**src/rtl/demux_sipo.sv**
```systemverilog
// demux_sipo: serial-in, parallel-out demultiplexer.
// Each valid serial bit of a frame is steered to output line sel, so bit i
// of the frame lands on line i. A completed frame is presented on out with a
// one-cycle out_valid pulse.
// Ports:
//   clk        - single clock, rising edge
//   rst_n      - synchronous active-low reset
//   start      - frame start request (IDLE or DONE only)
//   din        - serial data bit
//   din_valid  - din is valid this cycle
//   abort      - discard the frame in progress (SHIFT only)
//   out        - last completed word, registered
//   out_valid  - one-cycle pulse when out is updated
//   sel        - line address of the next bit to be captured
//   busy       - high while shifting a frame
module demux_sipo #(
  parameter int unsigned WIDTH = 16,
  parameter int unsigned SELW  = 4
) (
  input  logic             clk,
  input  logic             rst_n,
  input  logic             start,
  input  logic             din,
  input  logic             din_valid,
  input  logic             abort,
  output logic [WIDTH-1:0] out,
  output logic             out_valid,
  output logic [SELW-1:0]  sel,
  output logic             busy
);

  localparam logic [SELW-1:0] LAST_SEL = SELW'(WIDTH - 1);

  typedef enum logic [1:0] {
    IDLE  = 2'd0,
    SHIFT = 2'd1,
    DONE  = 2'd2
  } state_e;

  state_e           state_q, state_d;
  logic [WIDTH-1:0] staging_q, staging_d;
  logic [WIDTH-1:0] out_q, out_d;
  logic             out_valid_q, out_valid_d;
  logic [SELW-1:0]  sel_q, sel_d;
  logic             busy_q, busy_d;

  // Next-state and output decode.
  always_comb begin
    state_d     = state_q;
    staging_d   = staging_q;
    out_d       = out_q;
    out_valid_d = 1'b0;
    sel_d       = sel_q;

    case (state_q)
      IDLE: begin
        if (start) begin
          state_d   = SHIFT;
          sel_d     = '0;
          staging_d = '0;
        end
      end
      SHIFT: begin
        // Abort wins over a data bit, including the final one.
        if (abort) begin
          state_d = IDLE;
          sel_d   = '0;
        end else if (din_valid) begin
          staging_d[sel_q] = din;
          if (sel_q == LAST_SEL) begin
            // Publish the word including the bit captured on this edge.
            out_d       = staging_d;
            out_valid_d = 1'b1;
            state_d     = DONE;
            sel_d       = '0;
          end else begin
            sel_d = sel_q + SELW'(1);
          end
        end
      end
      DONE: begin
        if (start) begin
          state_d   = SHIFT;
          sel_d     = '0;
          staging_d = '0;
        end else begin
          state_d = IDLE;
        end
      end
      default: begin
        state_d = IDLE;
        sel_d   = '0;
      end
    endcase

    busy_d = (state_d == SHIFT);
  end

  // State and output registers.
  always_ff @(posedge clk) begin
    if (!rst_n) begin
      state_q     <= IDLE;
      staging_q   <= '0;
      out_q       <= '0;
      out_valid_q <= 1'b0;
      sel_q       <= '0;
      busy_q      <= 1'b0;
    end else begin
      state_q     <= state_d;
      staging_q   <= staging_d;
      out_q       <= out_d;
      out_valid_q <= out_valid_d;
      sel_q       <= sel_d;
      busy_q      <= busy_d;
    end
  end

  assign out       = out_q;
  assign out_valid = out_valid_q;
  assign sel       = sel_q;
  assign busy      = busy_q;

endmodule

```
**config.mk**
```make
export PLATFORM = sky130hd
export DESIGN_NAME = demux_sipo
export DESIGN_NICKNAME = d
export VERILOG_FILES = /design/src/rtl/demux_sipo.sv
export SDC_FILE = /design/constraint.sdc
export NUM_CORES = 1
export LEC_CHECK = 0
export ABC_AREA = 0
export ABC_CLOCK_PERIOD_IN_PS = 2000
export CORE_AREA = 5 5 83 85
export DETAILED_ROUTE_END_ITERATION = 8
export DIE_AREA = 0 0 88 90
export GPL_TIMING_DRIVEN = 0
export PLACE_DENSITY = 0.6
export SLEW_MARGIN = 40
export SYNTH_ARGS = -nofsm -noshare
export SYNTH_HDL_FRONTEND = slang
export SYNTH_SLANG_ARGS = --single-unit
```
**constraint.sdc**
```tcl
create_clock -name clk -period 2 [get_ports clk]
set_clock_uncertainty 0.05 [all_clocks]
set_input_delay 0.3 -clock clk [delete_from_list [all_inputs] [get_ports clk]]
set_output_delay 0.3 -clock clk [all_outputs]
set_load 0.02 [all_outputs]
```
==> results of run 1 <==
==> layer usage <==
layer / track usage, % / up-vias / wire length [µm]
li1: - / 718 / -
met1: 14.7 / 682 / 1970
met4: 3.45 / 0 / 45
met5: 0 / - / 0
met3: 3.93 / 6 / 240
met2: 17.5 / 47 / 1950
==> flip-flops by register name (all words and copies together), names as in the netlist <==
name and flops:
state_q 2, out 16, busy 1, sel 4, out_valid 1, staging_q 15
==> area by class of cell <==
class                           instances  area, µm²
Clock buffer                            5       68.8
Timing Repair Buffer                   27        270
Tap cell                               77       96.3
Multi-Input combinational cell        116        908
Buffer                                 14       75.1
Fill cell                             613       3880
Clock inverter                          2       37.5
Sequential cell                        39        782
Inverter                                3       11.3
==> worst max-delay path: cells and delay by family, from the launching register on <==
kind,cells,cell delay [ps]
AOI/OAI and AO/OA,1,170
adders and majority gates,1,270
buffers and inverters,1,130
DFF,1,370
and+or+nand+nor,2,760
==> kinds of logic (layout without fill, tap and decap cells) <==
group | after synthesis | count (layout) | share of synthesized area [%]
simple gates | 38 | 38 | 15.7
buf+inv | 17 | 51 | 4.89
flops | 39 | 39 | 44.2
mux | 15 | 15 | 8.50
compound gates | 59 | 59 | 23.9
fa+ha+maj | 4 | 4 | 2.83
==> synthesized netlist by cell type, types with 4 or more instances <==
library cell and n:
buf_2 6, mux2i_1 15, a211oi_1 17, nand3_1 6, ha_1 4, o21ai_0 4, nor2_1 4, nand3b_1 8
clkbuf_1 5, dfxtp_1 39, a21oi_1 19, nor3b_1 4, o2bb2ai_1 15
==> stage by stage <==
stage          power, µW  TNS, ps  worst slack, ps  util (%)
6_report            1500        0              170      36.7
5_1_grt             1560        0             8.04      36.7
4_1_cts             1520        0             15.4      36.6
3_5_place_dp         884    -2820             -211      34.8
3_3_place_gp         884    -2530             -213      34.8
2_1_floorplan        850        0              101         -
==> worst min-delay path by stage <==
| stage | slack (ps) | startpoint | to | cells past startpoint |
|---|---|---|---|---|
| 2_1_floorplan | 380 | staging_q[0] | staging_q[0] | 1 |
| 3_3_place_gp | 390 | staging_q[12] | staging_q[12] | 1 |
| 3_5_place_dp | 400 | staging_q[0] | staging_q[0] | 1 |
| 4_1_cts | 420 | staging_q[10] | staging_q[10] | 1 |
| 5_1_grt | 430 | staging_q[9] | staging_q[9] | 1 |
| 6_report | 420 | staging_q[13] | staging_q[13] | 1 |
==> where the power goes <==
part / internal [µW] / leakage (µW) / total (µW) / switching [µW]
Clock: 364 / 0.0000502 / 632 / 268
Sequential: 780 / 0.000315 / 785 / 5.24
Combinational: 31.7 / 0.000394 / 81.1 / 49.4
Total: 1180 / 0.000759 / 1500 / 322
==> cells in the final DEF, fill, tap and decap left out, drive strengths merged <==
cell type / Yosys / routed
dfxtp: 39 / 39
clkdlybuf4s50: 0 / 27
a21oi: 19 / 19
a211oi: 17 / 17
mux2i: 15 / 15
o2bb2ai: 15 / 15
clkbuf: 5 / 10
buf: 9 / 9
nand3b: 8 / 8
nand3: 6 / 6
nor3b: 5 / 5
o21ai: 4 / 4
nor2: 4 / 4
ha: 4 / 4
inv: 3 / 3
nand2: 3 / 3
nand4: 2 / 2
o211ai: 2 / 2
nor3: 2 / 2
nand4bb: 1 / 1
and3: 1 / 1
nor4bb: 1 / 1
and2b: 1 / 1
nor4b: 1 / 1
or4b: 1 / 1
or3: 1 / 1
and2: 1 / 1
a31oi: 1 / 1
o31ai: 1 / 1
bufinv: 0 / 1
clkinvlp: 0 / 1
==> repair_timing <==
item / in CTS / in global routing
hold endpoints to repair: 0 / 0
cloned: 0 / 0
resized for setup: 2 / 2
endpoints found under the setup margin: 10 / 10
==> run_results.csv, run 1 <==
group,metric,value,unit
outcome,status,"completed",
synthesis,yosysTopAreaCellShare,44.2,%
synthesis,synth_nets,182,
die,die_w,88,µm
sta,rsz0062_at_grt,"false",
worst_setup_path,path_class,"register to register",
cts,clock_latency,290,ps
drt,firstDrtPassIters,4,
finish,final_area,2250,µm²
place,dpl.hpwl,3010,µm
finish,area_growth,27.4,%
sta,fin_crit_sh,91.5,%
cts,ctsHtreeMaxLevel,2,
cts,cts_made_buffers,5,
synthesis,synth-main-ff-cell,"dfxtp_1",
drt,route.antenna.remaining_nets,0,
drt,vias_per_cell,5.13,
worst_hold_path,hp-class,"register to register",
synthesis,synth_edf_count,0,
grt,grt_max_degree,13,
sta,setup_viol,0,
place,dp_cells,276,
worst_setup_path,slowest_stage,"or4b_4",
sta,tightest_slew,711,ps
sta,max-slew-margin-rel,51.9,%
place,gp_congestion,0.774,
cts,cts_setup_buffers,0,
die,initial_utilization,28.8,%
sta,slew_viol_final,0,
synthesis,postSynthAreaPerCell,10.3,µm²
worst_setup_path,timing.rr.start,"sel[0]",
run,cap_viol_max_count,0,
worst_setup_path,critical_path_arrival,1990,ps
drt,vias,1453,
sta,hold_viol,0,
power_and_ir_drop,power_density,666,nW/µm²
worst_setup_path,cpPeakStageDelay,560,ps
die,die_area,7920,µm²
grt,grt_usage,11.3,%
finish,drive_gt1_share,13.1,%
worst_setup_path,cp-start-kind,"register",
cts,root_buffer,"clkbuf_8",
worst_setup_path,path_cells,"ha_2 > and3_4 > buf_6 > or4b_4 > o31ai_4",
worst_setup_path,worstPathMaxFanout,8,
place,dpl_cell_area,2130,µm²
grt,antenna_found_initial,0,
power_and_ir_drop,power_leakage,0.000759,µW
drt,wire_per_inst,14.9,µm
synthesis,synth-seq-cells,39,
worst_setup_path,reg2reg_depth,5,
cts,path_clk_slew,80,ps
synthesis,mappedNetlistArea,1770,µm²
synthesis,synth.area.top_cells,"dfxtp_1, mux2i_1, o2bb2ai_1",
drt,wirelength,4210,µm
die,io_pins,28,
synthesis,async_reset_ff_share,0,%
drt,drtIter0Drc,82,
worst_setup_path,reg2reg_slack,170,ps
die,std_cell_rows,29,
worst_setup_path,endpoint,"sel[0]",
grt,grt_pass1_wl,7000,µm
worst_setup_path,r2r_end,"sel[0]",
worst_setup_path,required,2160,ps
cts,cts_hold_buf,0,
drt,drc,0,
finish,finalNonFillerCells,283,
worst_setup_path,crit_path_end_kind,"register",
grt,gr-total-overflow,0,
cts,clockBufferDepth,2,
finish,diodes,0,
synthesis,ys_warn_count,0,
worst_setup_path,crit_start,"sel[0]",
sta,timing.hold.ws,418,ps
sta,period_needed,1830,ps
sta,fmax,547,MHz
place,port_buffers,27,
finish,fin_nets,216,
synthesis,yosys.area.top_type,"dfxtp_1",
cts,cts_tree,"yes",
cts,cts.sinks,39,
die,die_h,90,µm
synthesis,syn_inst,172,
synthesis,yosysSeqAreaShare,44.2,%
synthesis,synth.distinct_cells,35,
die,core,6130,µm²
grt,first_global_vias,1406,
power_and_ir_drop,vdd_drop_max,0.000320,V
Power figures use the tool's default switching activity.
==> run 2, diff against run 1 <==
--- a/config.mk
+++ b/config.mk
@@ -8,11 +8,12 @@
 export ABC_AREA = 0
 export ABC_CLOCK_PERIOD_IN_PS = 2000
 export CORE_AREA = 5 5 83 85
+export CTS_BUF_LIST = sky130_fd_sc_hd__clkbuf_8
 export DETAILED_ROUTE_END_ITERATION = 8
 export DIE_AREA = 0 0 88 90
+export GPL_ROUTABILITY_DRIVEN = 0
 export GPL_TIMING_DRIVEN = 0
 export PLACE_DENSITY = 0.6
-export SLEW_MARGIN = 40
 export SYNTH_ARGS = -nofsm -noshare
 export SYNTH_HDL_FRONTEND = slang
 export SYNTH_SLANG_ARGS = --single-unit
==> results of run 2 <==
Final layout, timing and power as in run 1 (identical DEF).
